File: src/rtl/solver_frame_reader_if.sv
// Read port toward the solver bank plus the RGB565 pixel stream.
// master = frame reader side, slave = bank/consumer side.
interface solver_frame_reader_if;
    logic [5:0]  rd_solver_id;
    logic [18:0] rd_addr;
    logic [3:0]  rd_data_in;
    logic        pixel_valid;
    logic        pixel_ready;
    logic [15:0] pixel_data;
    logic [9:0]  pixel_x;
    logic [9:0]  pixel_y;
    logic        pixel_last;

    modport master (
        output rd_solver_id, rd_addr,
        output pixel_valid, pixel_data, pixel_x, pixel_y, pixel_last,
        input  rd_data_in, pixel_ready
    );

    modport slave (
        input  rd_solver_id, rd_addr,
        input  pixel_valid, pixel_data, pixel_x, pixel_y, pixel_last,
        output rd_data_in, pixel_ready
    );
endinterface

File: src/rtl/solver_frame_reader.sv
// Streams a finished fractal frame from the solver result RAMs in raster order,
// mapping each 4-bit result to an RGB565 pixel on a valid/ready stream.
module solver_frame_reader #(
    parameter int unsigned NUM_SOLVERS = 1,
    parameter int unsigned NUM_COLUMNS = 640,
    parameter int unsigned NUM_ROWS    = 480
) (
    input  logic                         clock,
    input  logic                         reset,
    input  logic                         start,
    input  logic                         solve_done,
    output logic                         busy,
    solver_frame_reader_if.master        bus
);
    typedef enum logic [1:0] {IDLE, ISSUE, CAPTURE, OUTPUT} state_t;

    localparam logic [5:0] SID_LAST = 6'(NUM_SOLVERS - 1);
    localparam logic [9:0] X_LAST   = 10'(NUM_COLUMNS - 1);
    localparam logic [9:0] Y_LAST   = 10'(NUM_ROWS - 1);

    state_t      state_q, state_d;
    logic [5:0]  sid;
    logic [18:0] addr;
    logic [9:0]  x, y;
    logic        load, capture, advance, finish;
    logic        handshake;
    logic [15:0] colour;

    assign handshake = bus.pixel_valid & bus.pixel_ready;

    // The counters are loaded on entry to ISSUE, so the read address is already
    // on the bus during ISSUE and the bank's data lands in time for CAPTURE.
    assign bus.rd_solver_id = sid;
    assign bus.rd_addr      = addr;

    always_comb begin
        colour = '0;
        if (!bus.rd_data_in[3])
            colour = {bus.rd_data_in[2:0], 2'b00,
                      bus.rd_data_in[2:0], 3'b000,
                      bus.rd_data_in[2:0], 2'b00};
    end

    always_ff @(posedge clock) begin
        if (reset) state_q <= IDLE;
        else       state_q <= state_d;
    end

    always_comb begin
        state_d = state_q;
        case (state_q)
            IDLE:    if (start && solve_done) state_d = ISSUE;
            ISSUE:   state_d = CAPTURE;
            CAPTURE: state_d = OUTPUT;
            OUTPUT:  if (handshake) state_d = bus.pixel_last ? IDLE : ISSUE;
            default: state_d = IDLE;
        endcase
    end

    always_comb begin
        load    = 1'b0;
        capture = 1'b0;
        advance = 1'b0;
        finish  = 1'b0;
        case (state_q)
            IDLE:    load    = start && solve_done;
            CAPTURE: capture = 1'b1;
            OUTPUT: begin
                advance = handshake && !bus.pixel_last;
                finish  = handshake &&  bus.pixel_last;
            end
            default: ;
        endcase
    end

    always_ff @(posedge clock) begin
        if (reset) begin
            sid             <= '0;
            addr            <= '0;
            x               <= '0;
            y               <= '0;
            busy            <= 1'b0;
            bus.pixel_valid <= 1'b0;
            bus.pixel_data  <= '0;
            bus.pixel_x     <= '0;
            bus.pixel_y     <= '0;
            bus.pixel_last  <= 1'b0;
        end else begin
            if (load) begin
                sid  <= '0;
                addr <= '0;
                x    <= '0;
                y    <= '0;
                busy <= 1'b1;
            end
            if (capture) begin
                bus.pixel_valid <= 1'b1;
                bus.pixel_data  <= colour;
                bus.pixel_x     <= x;
                bus.pixel_y     <= y;
                bus.pixel_last  <= (x == X_LAST) && (y == Y_LAST);
            end
            if (advance || finish) bus.pixel_valid <= 1'b0;
            if (finish) busy <= 1'b0;
            if (advance) begin
                if (sid == SID_LAST) begin
                    sid  <= '0;
                    addr <= addr + 19'd1;
                end else begin
                    sid <= sid + 6'd1;
                end
                if (x == X_LAST) begin
                    x <= '0;
                    y <= y + 10'd1;
                end else begin
                    x <= x + 10'd1;
                end
            end
        end
    end
endmodule

File: src/flat_wrapper.sv
// flat-port wrapper written by rule: the top's interface ports become plain ports
module solver_frame_reader_flat 
#(
    parameter int unsigned NUM_SOLVERS = 1,
    parameter int unsigned NUM_COLUMNS = 640,
    parameter int unsigned NUM_ROWS    = 480
)
  (clock, reset, start, solve_done, busy, bus_rd_solver_id, bus_rd_addr, bus_pixel_valid, bus_pixel_data, bus_pixel_x, bus_pixel_y, bus_pixel_last, bus_rd_data_in, bus_pixel_ready);
  solver_frame_reader_if bus_i ();
  input  logic clock;
  input  logic reset;
  input  logic start;
  input  logic solve_done;
  output logic busy;
  output wire logic [$bits(bus_i.rd_solver_id)-1:0] bus_rd_solver_id;
  output wire logic [$bits(bus_i.rd_addr)-1:0] bus_rd_addr;
  output wire logic [$bits(bus_i.pixel_valid)-1:0] bus_pixel_valid;
  output wire logic [$bits(bus_i.pixel_data)-1:0] bus_pixel_data;
  output wire logic [$bits(bus_i.pixel_x)-1:0] bus_pixel_x;
  output wire logic [$bits(bus_i.pixel_y)-1:0] bus_pixel_y;
  output wire logic [$bits(bus_i.pixel_last)-1:0] bus_pixel_last;
  input wire logic [$bits(bus_i.rd_data_in)-1:0] bus_rd_data_in;
  input wire logic [$bits(bus_i.pixel_ready)-1:0] bus_pixel_ready;
  assign bus_rd_solver_id = bus_i.rd_solver_id;
  assign bus_rd_addr = bus_i.rd_addr;
  assign bus_pixel_valid = bus_i.pixel_valid;
  assign bus_pixel_data = bus_i.pixel_data;
  assign bus_pixel_x = bus_i.pixel_x;
  assign bus_pixel_y = bus_i.pixel_y;
  assign bus_pixel_last = bus_i.pixel_last;
  assign bus_i.rd_data_in = bus_rd_data_in;
  assign bus_i.pixel_ready = bus_pixel_ready;
  solver_frame_reader #(.NUM_SOLVERS(NUM_SOLVERS), .NUM_COLUMNS(NUM_COLUMNS), .NUM_ROWS(NUM_ROWS)) u_core (.clock(clock), .reset(reset), .start(start), .solve_done(solve_done), .busy(busy), .bus(bus_i));
endmodule
File: config.mk
export PLATFORM = sky130hd
export DESIGN_NAME = solver_frame_reader_flat
export DESIGN_NICKNAME = d
export VERILOG_FILES = /design/src/rtl/solver_frame_reader_if.sv /design/src/rtl/solver_frame_reader.sv /design/src/flat_wrapper.sv
export SDC_FILE = /design/constraint.sdc
export NUM_CORES = 1
export LEC_CHECK = 0
export CAP_MARGIN = 30
export CORE_UTILIZATION = 51
export CTS_BUF_LIST = sky130_fd_sc_hd__clkbuf_16
export CTS_CLUSTER_SIZE = 8
export DETAILED_ROUTE_END_ITERATION = 8
export GPL_TIMING_DRIVEN = 0
export PLACE_DENSITY = 0.85
export SYNTH_ARGS = -nofsm -noshare
export SYNTH_HDL_FRONTEND = slang
export SYNTH_SLANG_ARGS = --single-unit
File: constraint.sdc
create_clock -name clock -period 2.15 [get_ports clock]
set_clock_uncertainty 0.05 [all_clocks]
set_input_delay 0.5375 -clock clock [delete_from_list [all_inputs] [get_ports clock]]
set_output_delay 0.5375 -clock clock [all_outputs]
set_load 0.005 [all_outputs]
==> summary.log, run 1 <==
INFO  worst_setup_path end_kind=flip-flop
INFO  sta            min_period=2.13ns
INFO  global_routing grt_start_max_net_pins=13
INFO  floorplan      fp.dieW=86.1um
INFO  sta            setup_viol=0
INFO  power          power.total=3.51mW
INFO  global_routing overflow=0
INFO  sta            max_clock_freq=0.470GHz
INFO  clock_network  worst_skew_late_latency=0.33ns
INFO  power          power_report.internal_total=2.63mW
INFO  global_routing groute.usage.overall=25.4%
INFO  sta            fin_ws=0.0235ns
INFO  power          power_frac_seq=40.5%
INFO  power          comb_power_share=14.9%
INFO  power          netSwitchingFraction=25.3%
INFO  power          p_sw=0.889mW
INFO  min_path       timing.hold.worst.class=flip-flop to flip-flop
INFO  routing        first_iter_violations=273
INFO  power          ir_worst_vdd=524uV
INFO  global_routing antenna_found_initial=0
INFO  placed_design  globalplace.congestion=0.822
INFO  global_routing globalRouteMet2Util=42.0%
INFO  worst_setup_path crit_family=buffers and inverters
INFO  outcome        outcome=finished clean
INFO  placed_design  placement.setup.worst_slack=-0.708ns
INFO  layout         commonest_non_fill_non_tap_cells_in_the_layout=dfxtp_1 (69), clkdlybuf4s50_1 (64), nor2_1 (38), nand3_1 (31), nand2_1 (26)
INFO  floorplan      placement_rows=30
INFO  placed_design  hpwlAfterDp=6.46mm
INFO  routing        drt-wirelength-per-cell=15.7um
INFO  routing        route.final.wire_length=9.39mm
INFO  layout         area_growth_syn_to_layout=33.5%
INFO  clock_network  cts-root-to-sink-buffers=2
INFO  placed_design  portBuffers=65
INFO  floorplan      number_of_ports_placed_on_the_die_boundary=73
INFO  routing        first_pass_iters=5
INFO  layout         drive_above_1_share=14.3%
INFO  global_routing global_route_wire_length_before_repair=14.8mm
INFO  clock_network  cts-htree-levels=3
INFO  placed_design  dpl_cell_area=0.00440mm^2
INFO  clock_network  clk_pin_slew=0.05ns
INFO  sta            report.final.hold_viol_count=0
INFO  worst_setup_path worstPathRequired=2.33ns
INFO  synthesis      synthesis.area_per_instance=8.67um^2
INFO  sta            totalNegativeSetupSlack=0ns
INFO  synthesis      synth.ff_latch_count=73
INFO  layout         fin_nets=515
INFO  sta            timing.final.crit_share=98.9%
INFO  routing        via_per_inst=5.96
INFO  power          p_leak=1.69nW
INFO  floorplan      die_area=0.00742mm^2
INFO  worst_setup_path startpoint_type=input port
INFO  clock_network  clock_tree_from_tritoncts=built
INFO  synthesis      synth_top_flop_cell=dfxtp_1
INFO  synthesis      asyncSetResetFlopFracSynth=0%
INFO  floorplan      core-area=0.00683mm^2
INFO  global_routing grt_met3_use=4.62%
INFO  worst_setup_path slowest_stage=clkdlybuf4s50_1
INFO  worst_setup_path setup_slack_of_the_most_critical_reg_to_reg_path=0.07ns
INFO  synthesis      netlist_area_before_placement=0.00361mm^2
INFO  power          clock_power_share=44.6%
INFO  routing        ant_nets=0
INFO  layout         antennaDiodeCount=0
INFO  layout         final_common_cell=dfxtp_1
INFO  routing        drcViolationCount=0
INFO  sta            relSlewSlack=62.7%
INFO  job            cap_viol_max_count=0
INFO  synthesis      synth_enable_flop_cells=0
INFO  routing        route.vias.total=3573
INFO  clock_network  cts_hold_buf=0
INFO  synthesis      synth_seq_area_share=40.5%
INFO  sta            number_of_slew_limit_violations_in_the_final_report=0
INFO  synthesis      ys_warn_count=0
INFO  global_routing grt_busiest_layer=met2
INFO  clock_network  library_cell_used_as_clock_root_buffer=clkbuf_16
INFO  global_routing grt_pass1_vias=3196
INFO  layout         stdcell_area=0.00482mm^2
INFO  worst_setup_path worst_path_largest_cell_delay=0.50ns
INFO  sta            worstMarginPinSlew=0.560ns
INFO  clock_network  cts-buffers-inserted=9
INFO  floorplan      die_y=86.1um
INFO  global_routing global_route_met1_utilization=30.5%
INFO  clock_network  cts_sinks=73
INFO  power          cellPowerDensity=730mW/mm^2
INFO  worst_setup_path critical_path_buf_inv_count=2
INFO  worst_setup_path worst_ep_arrival_time=2.30ns
INFO  worst_setup_path worstPathMaxFanout=8
INFO  synthesis      netlist_instances=416
INFO  floorplan      start_util=52.8%
INFO  worst_setup_path timing.critical_path.cells=clkdlybuf4s50_1 > and3_1 > clkbuf_1 > nor2_1 > a32o_1 > a21o_1
INFO  worst_setup_path critical_path_class=input port to flip-flop
INFO  synthesis      synth_cell_type_count=58
==> routing by layer <==
layer | share of wire (%) | vias up
met5 | 0 | -
met4 | 3.2 | 0
met3 | 7.9 | 35
met2 | 48 | 175
met1 | 41 | 1670
li1 | - | 1693
==> cell type report <==
type                    count  area [um^2]
clock buffers               9          225
inverters                  12         45.0
repair buffers             67          664
multi-input cells         303         2010
well taps                  96          120
fillers                   530         2020
flip-flops and latches     73         1470
plain buffers              32          194
clock inverters             7         86.3
==> worst reg2reg max path, cell delays in order (launching register included) <==
cell	delay (ns)
dfxtp_1	0.34
inv_1	0.09
ha_1	0.22
and3_1	0.17
clkbuf_1	0.44
nor2_1	0.23
a32o_1	0.27
a21o_1	0.17
==> power groups by stage <==
stage               Sequential [mW]  Combinational [mW]  Clock, mW
floorplan                      1.45               0.351          0
global route                   1.43               0.569       1.63
detailed placement             1.45               0.507          0
global placement               1.45               0.491          0
CTS                            1.42               0.516       1.57
finish                         1.42               0.523       1.57
==> path summary, 6_finish.rpt <==
path	end	cells past startpoint	start
max	u_core.y[5]$_SDFF_PP0_	6	solve_done
min reg2reg	u_core.bus.pixel_x[5]$_SDFFE_PP0N_	2	u_core.bus.pixel_x[5]$_SDFFE_PP0N_
min	u_core.bus.pixel_x[5]$_SDFFE_PP0N_	2	u_core.bus.pixel_x[5]$_SDFFE_PP0N_
max reg2reg	u_core.y[5]$_SDFF_PP0_	7	u_core.state_q[0]$_SDFFE_PP0P_
==> Yosys cell counts, drive strengths merged (4+ instances only) <==
cell / instances / share of area (%)
o211ai: 4 / 0.83
and4: 4 / 0.97
nand2: 26 / 2.7
ha: 8 / 2.8
nand4: 14 / 2.8
dfxtp: 73 / 40
nor3: 8 / 1.1
and3: 8 / 1.4
a32oi: 5 / 1.2
a21oi: 23 / 3.2
o31ai: 5 / 1.0
nor2b: 4 / 0.69
o21ai: 19 / 2.6
mux2i: 25 / 6.9
nor2: 40 / 4.2
inv: 11 / 1.1
a31oi: 7 / 1.2
nand3: 32 / 4.4
clkbuf: 18 / 1.9
or4: 10 / 2.2
a21o: 4 / 0.83
buf: 16 / 3.2
nor4: 6 / 1.5
==> registers in the layout (all words and copies together) (netlist names) <==
register and count:
u_core.bus.rd_solver_id 6, u_core.state_q 2, u_core.bus.rd_addr 19, u_core.bus.pixel_data 3, u_core.y 10, u_core.x 10, u_core.bus.pixel_valid 1, u_core.bus.pixel_x 10
u_core.busy 1, u_core.bus.pixel_y 10, u_core.bus.pixel_last 1
==> per-stage QoR <==
step                utilization (%)  hold WS, ns  instances
finish                         70.5        0.438        599
global route                   70.5        0.465        599
CTS                            69.9        0.447        600
detailed placement             64.4        0.431        583
global placement               64.4        0.427        583
floorplan                         -        0.417        422
==> cell families after synthesis <==
group / count (synthesis) / share of synthesized area (%)
XOR/XNOR: 6 / 1.46
flip-flops: 73 / 40.5
buffers and inverters: 46 / 6.31
adder cells (fa/ha/maj): 8 / 2.77
multiplexers: 25 / 6.93
AO/OA/AOI/OAI: 85 / 15.4
AND/OR/NAND/NOR: 172 / 26.6
other: 1 / 0.104
==> timing repair <==
item	in CTS	in global routing
pin swaps	1	1
setup buffers	1	1
endpoints found under the setup margin	38	60
cloned	0	0
gates resized for setup	15	23
(Power assumes the default switching activity.)
==> run 2, diff against run 1 <==
Settings changed: PLACE_DENSITY 0.85 to default, PLACE_DENSITY_LB_ADDON from default to 0.25.
==> run 2 against run 1 <==
Die area did not move. Sequential power barely moved. Critical path type is now flip-flop to flip-flop. Largest cell class unchanged. Cell count fell by 0.33%.
==> summary.log, run 2 (same netlist as run 1, synthesis figures left out) <==
INFO  sta            totalNegativeSetupSlack=0ns [unchanged]
INFO  worst_setup_path worstPathRequired=2.36ns [+0.03 ns]
INFO  job            cap_viol_max_count=0 [unchanged]
INFO  routing        via_per_inst=5.90 [-1.1%]
INFO  routing        drcViolationCount=0 [unchanged]
INFO  power          cellPowerDensity=710mW/mm^2 [-2.6%]
INFO  power          p_leak=1.66nW [-1.7%]
INFO  min_path       timing.hold.worst_path_depth=2 [unchanged]
INFO  clock_network  cts_hold_buf=0 [unchanged]
INFO  sta            timing.final.crit_share=97.5% [-1.4 points]
INFO  floorplan      placement_rows=30 [unchanged]
INFO  sta            max_clock_freq=0.477GHz [+1.4%]
INFO  power          ir_worst_vdd=617uV [+18%]
INFO  clock_network  cts-root-to-sink-buffers=2 [unchanged]
INFO  layout         drive_above_1_share=14.4% [+0.057 points]
INFO  sta            relSlewSlack=60.9% [-1.7 points]
INFO  routing        drt-wirelength-per-cell=15.7um [+0.12%]
INFO  placed_design  hpwlAfterDp=6.40mm [-1.0%]
INFO  worst_setup_path startpoint_type=flip-flop
INFO  worst_setup_path end_kind=flip-flop
INFO  sta            worstMarginPinSlew=0.586ns [+0.0258 ns]
INFO  sta            report.final.hold_viol_count=0 [unchanged]
INFO  clock_network  library_cell_used_as_clock_root_buffer=clkbuf_16
INFO  layout         layoutNonFillerInstCount=597 [-0.33%]
INFO  global_routing global_route_wire_length_before_repair=15.3mm [+3.8%]
INFO  floorplan      die_area=0.00742mm^2 [unchanged]
INFO  routing        route.final.wire_length=9.37mm [-0.21%]
INFO  sta            number_of_slew_limit_violations_in_the_final_report=0 [unchanged]
INFO  placed_design  globalplace.congestion=0.890 [+8.2%]
INFO  clock_network  worst_skew_late_latency=0.33ns [about the same]
INFO  floorplan      start_util=52.8% [unchanged]
INFO  worst_setup_path critical_path_class=flip-flop to flip-flop
INFO  placed_design  post-place-cells=583 [unchanged]
INFO  clock_network  clk_pin_slew=0.06ns [about the same]
INFO  worst_setup_path worstPathMaxFanout=5 [-3]
INFO  clock_network  cts_sinks=73 [unchanged]
INFO  routing        first_pass_iters=5 [unchanged]
INFO  floorplan      fp.dieW=86.1um [unchanged]
INFO  clock_network  cts-htree-levels=3 [unchanged]
INFO  layout         area_growth_syn_to_layout=32.4%
INFO  sta            min_period=2.10ns [-0.0294 ns]
INFO  layout         max_ffs_per_register=19 [unchanged]
INFO  routing        route.vias.total=3522 [-1.4%]
INFO  floorplan      die_y=86.1um [unchanged]
INFO  min_path       timing.hold.worst.class=flip-flop to flip-flop
INFO  placed_design  portBuffers=65 [unchanged]
INFO  worst_setup_path worst_ep_arrival_time=2.30ns [about the same]
INFO  global_routing overflow=0 [unchanged]
INFO  layout         final_common_cell=dfxtp_1
INFO  global_routing antenna_found_initial=0 [unchanged]
INFO  floorplan      number_of_ports_placed_on_the_die_boundary=73 [unchanged]
INFO  outcome        outcome=finished clean
INFO  floorplan      core-area=0.00683mm^2 [unchanged]
INFO  layout         commonest_non_fill_non_tap_cells_in_the_layout=dfxtp_1 (67), clkdlybuf4s50_1 (64), nor2_1 (38), nand3_1 (30), nand2_1 (26)
INFO  routing        first_iter_violations=251 [-8.1%]
INFO  layout         antennaDiodeCount=0 [unchanged]
INFO  power          power.total=3.39mW [-3.4%]
INFO  global_routing grt_start_max_net_pins=13 [unchanged]
INFO  routing        ant_nets=0 [unchanged]
INFO  sta            setup_viol=0 [unchanged]
INFO  clock_network  clock_tree_from_tritoncts=built
INFO  global_routing grt_pass1_vias=3270 [+2.3%]
INFO  layout         fin_nets=513 [-0.39%]
INFO  global_routing groute.usage.overall=26.1% [+0.67 points]
INFO  worst_setup_path timing.reg2reg.worst_path_depth=6 [-1]
INFO  clock_network  cts-buffers-inserted=9 [unchanged]
-- run 2: cell type report --
type	instances	area, um^2
buffer	31	188
clock buffer	9	225
clock inverter	7	61.3
fill	571	2050
inverter	12	45.0
multi-input combinational	303	2010
sequential	73	1470
tap	96	120
timing repair buffer	66	657
-- run 2: path summary, 6_finish.rpt --
kind / from / end / slack, ns
worst max-delay path: u_core.bus.rd_solver_id[0]$_SDFFE_PP0P_ / u_core.bus.rd_addr[5]$_SDFF_PP0_ / 0.05
worst min-delay path: u_core.bus.pixel_y[3]$_SDFFE_PP0N_ / u_core.bus.pixel_y[3]$_SDFFE_PP0N_ / 0.44
worst max register to register: u_core.bus.rd_solver_id[0]$_SDFFE_PP0P_ / u_core.bus.rd_addr[5]$_SDFF_PP0_ / 0.05
worst min register to register: u_core.bus.pixel_y[3]$_SDFFE_PP0N_ / u_core.bus.pixel_y[3]$_SDFFE_PP0N_ / 0.44
-- run 2: per-layer routing --
| metal | vias up | track usage, % | part of all wire [%] | wire length (um) |
|---|---|---|---|---|
| met2 | 148 | 45.0 | 48 | 4530 |
| met4 | 0 | 11.8 | 2.4 | 227 |
| met3 | 22 | 5.20 | 6.8 | 636 |
| met1 | 1665 | 31.1 | 42 | 3970 |
| met5 | - | 0 | 0 | 0 |
| li1 | 1687 | - | - | - |
-- run 2: timing repair --
action,in CTS,in global routing
gates cloned,0,0
gates resized for setup,11,27
setup endpoints to repair,36,51
pin swaps,1,0
buffers inserted,1,0
-- run 2: worst max-delay path: stages (launching register included) --
cell and delay [ns]:
dfxtp_1 0.35, inv_1 0.09, ha_1 0.17, or4b_4 0.52
nor4_4 0.33, or4b_1 0.45, o21ai_0 0.08
-- run 2: through the flow --
step | setup WS [ns] | hold slack (ns) | utilization [%] | area (um^2)
detailed placement | -0.692 | 0.434 | 64.4 | 4400
finish | 0.0529 | 0.444 | 69.9 | 4780
global placement | -0.672 | 0.427 | 64.4 | 4400
global route | -0.0253 | 0.464 | 69.9 | 4780
floorplan | 0.193 | 0.417 | - | 3630
CTS | 0.00655 | 0.450 | 69.0 | 4720
-- run 2: power breakdown --
group | total, mW | internal (mW) | switching [mW] | leakage [nW]
registers | 1.42 | 1.38 | 0.0390 | 0.592
logic | 0.525 | 0.234 | 0.292 | 0.929
clock network | 1.45 | 0.885 | 0.561 | 0.142
total | 3.39 | 2.50 | 0.891 | 1.66
